<file path="src/rtl/mem_pkg.sv">
// mem_pkg: shared memory geometry and preload FSM state encoding
package mem_pkg;
  localparam int DATA_W = 32;
  localparam int ADDR_W = 16;
  localparam int MEM_DEPTH = 1000;
  typedef enum logic [1:0] {
    ST_IDLE = 2'd0,
    ST_LOAD = 2'd1,
    ST_FIN  = 2'd2
  } state_t;
endpackage

</file>
<file path="src/rtl/mem_preload_dma.sv">
// mem_preload_dma: stream-to-memory burst preload engine; MEM_PRELOAD_CHECKSUM_EN adds a burst checksum output
module mem_preload_dma
  import mem_pkg::*;
#(
  parameter int DATA_W    = mem_pkg::DATA_W,
  parameter int ADDR_W    = mem_pkg::ADDR_W,
  parameter int MEM_DEPTH = mem_pkg::MEM_DEPTH
) (
  input  logic              clk,
  input  logic              reset,
  input  logic              start,
  input  logic [ADDR_W-1:0] base_addr,
  input  logic [ADDR_W-1:0] word_count,
  input  logic              in_valid,
  input  logic [DATA_W-1:0] in_data,
  output logic              in_ready,
  output logic              mem_we,
  output logic [DATA_W-1:0] mem_wdata,
  output logic [ADDR_W-1:0] mem_waddr,
  output logic              busy,
  output logic              done,
`ifdef MEM_PRELOAD_CHECKSUM_EN
  output logic [DATA_W-1:0] checksum,
`endif
  output logic              err
);
  localparam logic [ADDR_W:0] DEPTH = (ADDR_W+1)'(MEM_DEPTH);
  state_t state, nxt;
  logic [ADDR_W-1:0] ptr, rem;
  logic [ADDR_W:0] end_addr;
  logic bad, accept;
  assign end_addr = {1'b0, base_addr} + {1'b0, word_count};
  assign bad = end_addr > DEPTH;
  assign accept = in_valid && in_ready;
  // state register
  always_ff @(posedge clk)
    if (reset) state <= ST_IDLE;
    else state <= nxt;
  // next-state: range or empty bursts skip straight to FIN
  always_comb begin
    nxt = state;
    if (state == ST_IDLE) nxt = start ? ((bad || word_count == '0) ? ST_FIN : ST_LOAD) : ST_IDLE;
    else if (state == ST_LOAD) nxt = (accept && rem == ADDR_W'(1)) ? ST_FIN : ST_LOAD;
    else nxt = ST_IDLE;
  end
  // state-decoded outputs
  always_comb begin
    in_ready = state == ST_LOAD;
    busy = state == ST_LOAD;
  end
  // datapath: burst setup in IDLE, registered write port one cycle after acceptance
  always_ff @(posedge clk)
    if (reset) begin
      ptr <= '0;
      rem <= '0;
      err <= 1'b0;
      done <= 1'b0;
      mem_we <= 1'b0;
      mem_wdata <= '0;
      mem_waddr <= '0;
`ifdef MEM_PRELOAD_CHECKSUM_EN
      checksum <= '0;
`endif
    end else begin
      mem_we <= accept;
      done <= state == ST_FIN;
      if (state == ST_IDLE && start) begin
        ptr <= base_addr;
        rem <= word_count;
        err <= bad;
`ifdef MEM_PRELOAD_CHECKSUM_EN
        checksum <= '0;
`endif
      end else if (accept) begin
        mem_wdata <= in_data;
        mem_waddr <= ptr;
        ptr <= ptr + 1'b1;
        rem <= rem - 1'b1;
`ifdef MEM_PRELOAD_CHECKSUM_EN
        checksum <= checksum + in_data;
`endif
      end
    end
endmodule

</file>
<file path="config.mk">
export PLATFORM = sky130hd
export DESIGN_NAME = mem_preload_dma
export DESIGN_NICKNAME = d
export VERILOG_FILES = /design/src/rtl/mem_pkg.sv /design/src/rtl/mem_preload_dma.sv
export SDC_FILE = /design/constraint.sdc
export NUM_CORES = 1
export LEC_CHECK = 0
export BUFFER_PORTS_ARGS = -buffer_cell sky130_fd_sc_hd__buf_2
export CAP_MARGIN = 20
export CELL_PAD_IN_SITES_DETAIL_PLACEMENT = 1
export CELL_PAD_IN_SITES_GLOBAL_PLACEMENT = 1
export CORE_UTILIZATION = 30
export CTS_CLUSTER_SIZE = 20
export DETAILED_ROUTE_END_ITERATION = 8
export HOLD_SLACK_MARGIN = 0.02
export PLACE_DENSITY = 0.78
export SETUP_SLACK_MARGIN = 0.4
export SLEW_MARGIN = 15
export SYNTH_ARGS = -nofsm -noshare
export SYNTH_HDL_FRONTEND = slang
export SYNTH_SLANG_ARGS = --single-unit
</file>
<file path="constraint.sdc">
create_clock -name clk -period 3.8 [get_ports clk]
set_input_delay 0.76 -clock clk [delete_from_list [all_inputs] [get_ports clk]]
set_output_delay 0.76 -clock clk [all_outputs]
set_load 0.005 [all_outputs]
</file>
After elaboration in Yosys (flattened, before gate mapping)
Cells that the tools add are included.
{ "op_classes": {"n_eq_ne": 3, "bitwise_logic": 1, "n_reduce_logical": 8, "muxes": 9, "n_addsub": 3, "magnitude_cmp": 1} }
{ "ops": {"columns": ["op", "count"], "rows": [
  ["16-bit 2-to-1 mux", 4],
  ["16-bit by 16-bit adder with 17-bit output", 1],
  ["17-bit by 10-bit greater-than comparator with 1-bit output, second input constant", 1],
  ["16-bit by 1-bit adder with 16-bit output, second input constant", 1],
  ["16-bit by 1-bit equality test with 1-bit output, second input constant", 1],
  ["16-bit zero test", 1],
  ["16-bit by 1-bit subtractor with 16-bit output, second input constant", 1],
  ["2-bit 2-to-1 mux", 5],
  ["1-bit logical AND", 3],
  ["2-bit by 1-bit equality test with 1-bit output, second input constant", 1],
  ["2-bit equality test, second input constant", 1],
  ["2-bit zero test", 1],
  ["2-bit AND reduction", 1],
  ["2-bit nonzero test", 1],
  ["1-bit logical OR", 1],
  ["1-bit inverter", 1]
]} }
{ "totals": {"register_bits": 85, "word_cells": 33, "input_bits": 68, "output_inout_bits": 53} }

Logic depth before layout (Yosys ltp)
{ "depth": {"depth_word": 6, "depth_mapped": 9} }

Worst setup path before layout
Ideal clock, no wire load.
{ "synth_timing": {"path_kind": "in2reg", "from": "in base_addr[0]", "to": "reg state[1]", "setup_ns": 0.120, "required_time_ns": 3.680, "path_slack_ns": 0.511, "stages": 9, "n_path_buf": 0, "arrival_ns": 3.169, "path_cell_list": "ha_1 > fa_1 > a211oi_2 > o21ai_1 > a21oi_2 > nand3b_1 > a2111o_1 > or4_4 > o31a_1"} }
{ "synth_via": {"elab_chain_cells": 6} }
{ "synth_rtl": {"columns": ["item", "line", "text"], "rows": [
  ["start, declared", "mem_preload_dma.sv:12", "input logic [ADDR_W-1:0] base_addr,"],
  ["16-bit by 16-bit adder with 17-bit output", "mem_preload_dma.sv:32", "assign end_addr = {1'b0, base_addr} + {1'b0, word_count};"],
  ["17-bit by 10-bit greater-than comparator with 1-bit output", "mem_preload_dma.sv:33", "assign bad = end_addr > DEPTH;"],
  ["1-bit logical OR", "mem_preload_dma.sv:42", "if (state == ST_IDLE) nxt = start ? ((bad || word_count == '0) ? ST_FIN : ST_LOAD) : ST_IDLE;"],
  ["2-bit 2-to-1 mux (3 in a row)", "mem_preload_dma.sv:42", null],
  ["end signal, assigned", "mem_preload_dma.sv:38", "else state <= nxt;"],
  ["end, declared", "mem_preload_dma.sv:28", "state_t state, nxt;"]
]} }
No other way between the ends.
A chain may end at the register's enable or synchronous reset.

Worst setup path in the final report
Ends and elaborated chain as after synthesis.

==> out/metrics.csv <==
metric;value;unit
grt_usage;0.198;
place_area;5170;um^2
globalplace.congestion;0.847;
fin_crit_sh;0.863;
synthCells;579;
hp-start;mem_wdata[9];
ir_drop;0.202;mV
wl;14900;um
slew_headroom;0.448;
grt_pass1_vias;4609;
yosysWarningCount;0;
r2r-end;rem[13];
synth_common_cells;nand2_1, a21oi_1, dfxtp_1, nor2_1;
pwr-share-comb;0.152;
firstDrtPassIters;4;
wl_per_cell;17.1;um
drive_gt1_frac;0.230;
synth_largest_area_cell;dfxtp_1;
chipHeight;124;um
clock_latency;0.34;ns
syn-num-nets;667;
path_cells;buf_2, ha_1, fa_1, a211oi_4, o21ai_1, a21oi_2, nand3b_1, a2111o_1, or4_4, o31a_1;
yosysTopAreaCellShare;0.383;
p_sw;0.000596;W
grt.overflow.total;0;
fillers;1811;
p_seq_frac;0.420;
area_delta_synth_final;23.8;%
multiInputGateArea;2580;um^2
antenna_cells;0;
swShare;0.265;
synth-async-reset-ratio;0;
p_total;0.00225;W
internal_power;0.00165;W
final-max-slew-violation-count;0;
netlist_area;4450;um^2
crit_slowest_cell;or4_4;
tns;0;ns
chipWidth;124;um
grt_pass1_wl;23400;um
antenna_left;0;
critPathKind;input pin to flip-flop;
critPathRequiredTime;4.03;ns
start_kind;input pin;
maxCapViolations;0;
hold_end;mem_wdata[9];
place_hpwl;11000;um
synth_cell_types;61;
synth_edf_count;0;
viasPerCell;5.36;
clkPwrFrac;0.428;
cts_tree;yes;
fin_worst_skew;0.00785;ns
portBuffers;120;
run_status;completed;
power.density;408;nW/um^2
htreeDepth;3;
hold_depth;2;
yosys_register_bits;85;
hold_viol_final;0;
ys.flop_type;dfxtp_1;
route.vias.total;4671;
row_count;44;
setup_viol;0;
coreArea;14500;um^2
post-route-util;0.380;
rrSetupSlack;1.37;ns
reg2reg_depth;7;
design_area;5510;um^2
antenna_found_initial;0;
root_buffer;clkbuf_16;
die-area;15300;um^2
rsz0062_at_grt;no;
post-route-drc-count;0;
register_area;1700;um^2
max_freq;305;MHz
cts_made_buffers;9;
worst_ep_arrival_time;3.51;ns
drtIter0Drc;327;
initial_utilization;0.307;
tightest_slew;0.828;ns
synth.most_common_cell;nand2_1;
synth_area_per_cell;7.68;um^2
final_nets;770;
slowest_delay;0.56;ns
cp_max_fo;4;
grt_max_degree;87;
yosysSeqAreaShare;0.383;
path_clk_slew;0.06;ns
end_kind;flip-flop;
synthTopCellsByArea;dfxtp_1, nand2_1, a21oi_1, ha_1, nor2_1;
ios;121;
cts_sinks;85;
layout_min_cycle_time;3.28;ns
clk_path_buf_depth;2;
r2r-start;rem[2];
p_leak;2.25;nW
hp-class;flip-flop to flip-flop;
## metrics by stage
stage / setup slack [ns] / hold WS (ns) / cells
detailed placement: 0.114 / 0.446 / 855
global route: 0.437 / 0.475 / 871
finish: 0.520 / 0.455 / 871
global placement: 0.206 / 0.439 / 855
floorplan: 0.511 / 0.412 / 579
CTS: 0.462 / 0.456 / 871
## placed cells by master (no fill, tap or decap), types with 2 or more instances in the layout
cell	n
nand2_1	129
buf_2	120
a21oi_1	88
dfxtp_1	85
nor2_1	50
o21ai_0	27
ha_1	19
nor3_1	15
nor4_1	10
nand3_1	9
clkbuf_16	9
a22oi_1	7
buf_4	7
a31oi_1	6
a222oi_1	6
xor2_1	6
a21o_1	5
inv_1	4
and3_1	4
a221oi_1	4
or2_2	4
o211ai_1	4
xnor2_1	3
a211oi_1	3
o311ai_0	3
nand4_1	3
a2111oi_0	3
nand3b_1	3
nor2b_1	2
and2_1	2
or3_1	2
mux2_2	2
or4_1	2
o21ai_1	2
a2111o_1	2
nor3b_1	2
o21ba_2	2
o22ai_1	2
o31a_1	2
bufinv_16	2
## worst max-delay path: cells and delay by family
family	cells	cell delay [ns]
adders and majority gates	2	0.67
buffers and inverters	1	0.12
and+or+nand+nor	2	0.66
AOI/OAI and AO/OA	5	1.29
## state kept, by name, summed over array words and instances (netlist names)
name,flops
mem_we,1
mem_wdata,32
err,1
done,1
ptr,16
mem_waddr,16
state,2
rem,16
## layer usage
metal | global-route usage | vias up | wire (um)
met2 | 0.335 | 111 | 7510
met5 | 0 | - | 0
met4 | 0.0610 | 0 | 285
met1 | 0.251 | 2264 | 6500
li1 | - | 2280 | -
met3 | 0.0398 | 16 | 629
## power groups by stage
stage,clock network [W],registers [W],logic [W]
after global placement,0,0.000960,0.000324
after detailed placement,0,0.000962,0.000336
after floorplan,0,0.000954,0.000221
after CTS,0.000983,0.000942,0.000340
final,0.000961,0.000943,0.000342
after global routing,0.00102,0.000947,0.000379
## cells by family after synthesis
| logic type | Yosys count | share of synthesized area |
|---|---|---|
| buf+inv | 39 | 0.0394 |
| compound gates | 181 | 0.258 |
| xor+xnor | 9 | 0.0177 |
| mux | 2 | 0.00506 |
| simple gates | 243 | 0.239 |
| fa+ha+maj | 20 | 0.0580 |
| flops | 85 | 0.383 |
## what timing repair did
item	4_1_cts	5_1_grt
setup endpoints to repair	0	3
hold buffers	0	0
buffers inserted	0	0
gates resized for setup	0	1
## worst max path at each step
stage	start	cells past startpoint	to	slack, ns
global placement	base_addr[0]	10	state[1]	0.21
CTS	base_addr[0]	10	state[1]	0.46
global route	base_addr[0]	10	state[1]	0.44
finish	base_addr[0]	10	state[1]	0.52
detailed placement	base_addr[0]	10	state[1]	0.11
floorplan	base_addr[0]	9	state[1]	0.51
## cell type report
cell class                 count  area share
clock buffer                  11      0.0441
clock inverter                 5      0.0150
inverter                       4     0.00273
multi-input combinational    455       0.469
sequential                    85       0.309
tap                          184      0.0418
timing repair buffer         127       0.119
Note: power is estimated with default switching activity, not from simulation.
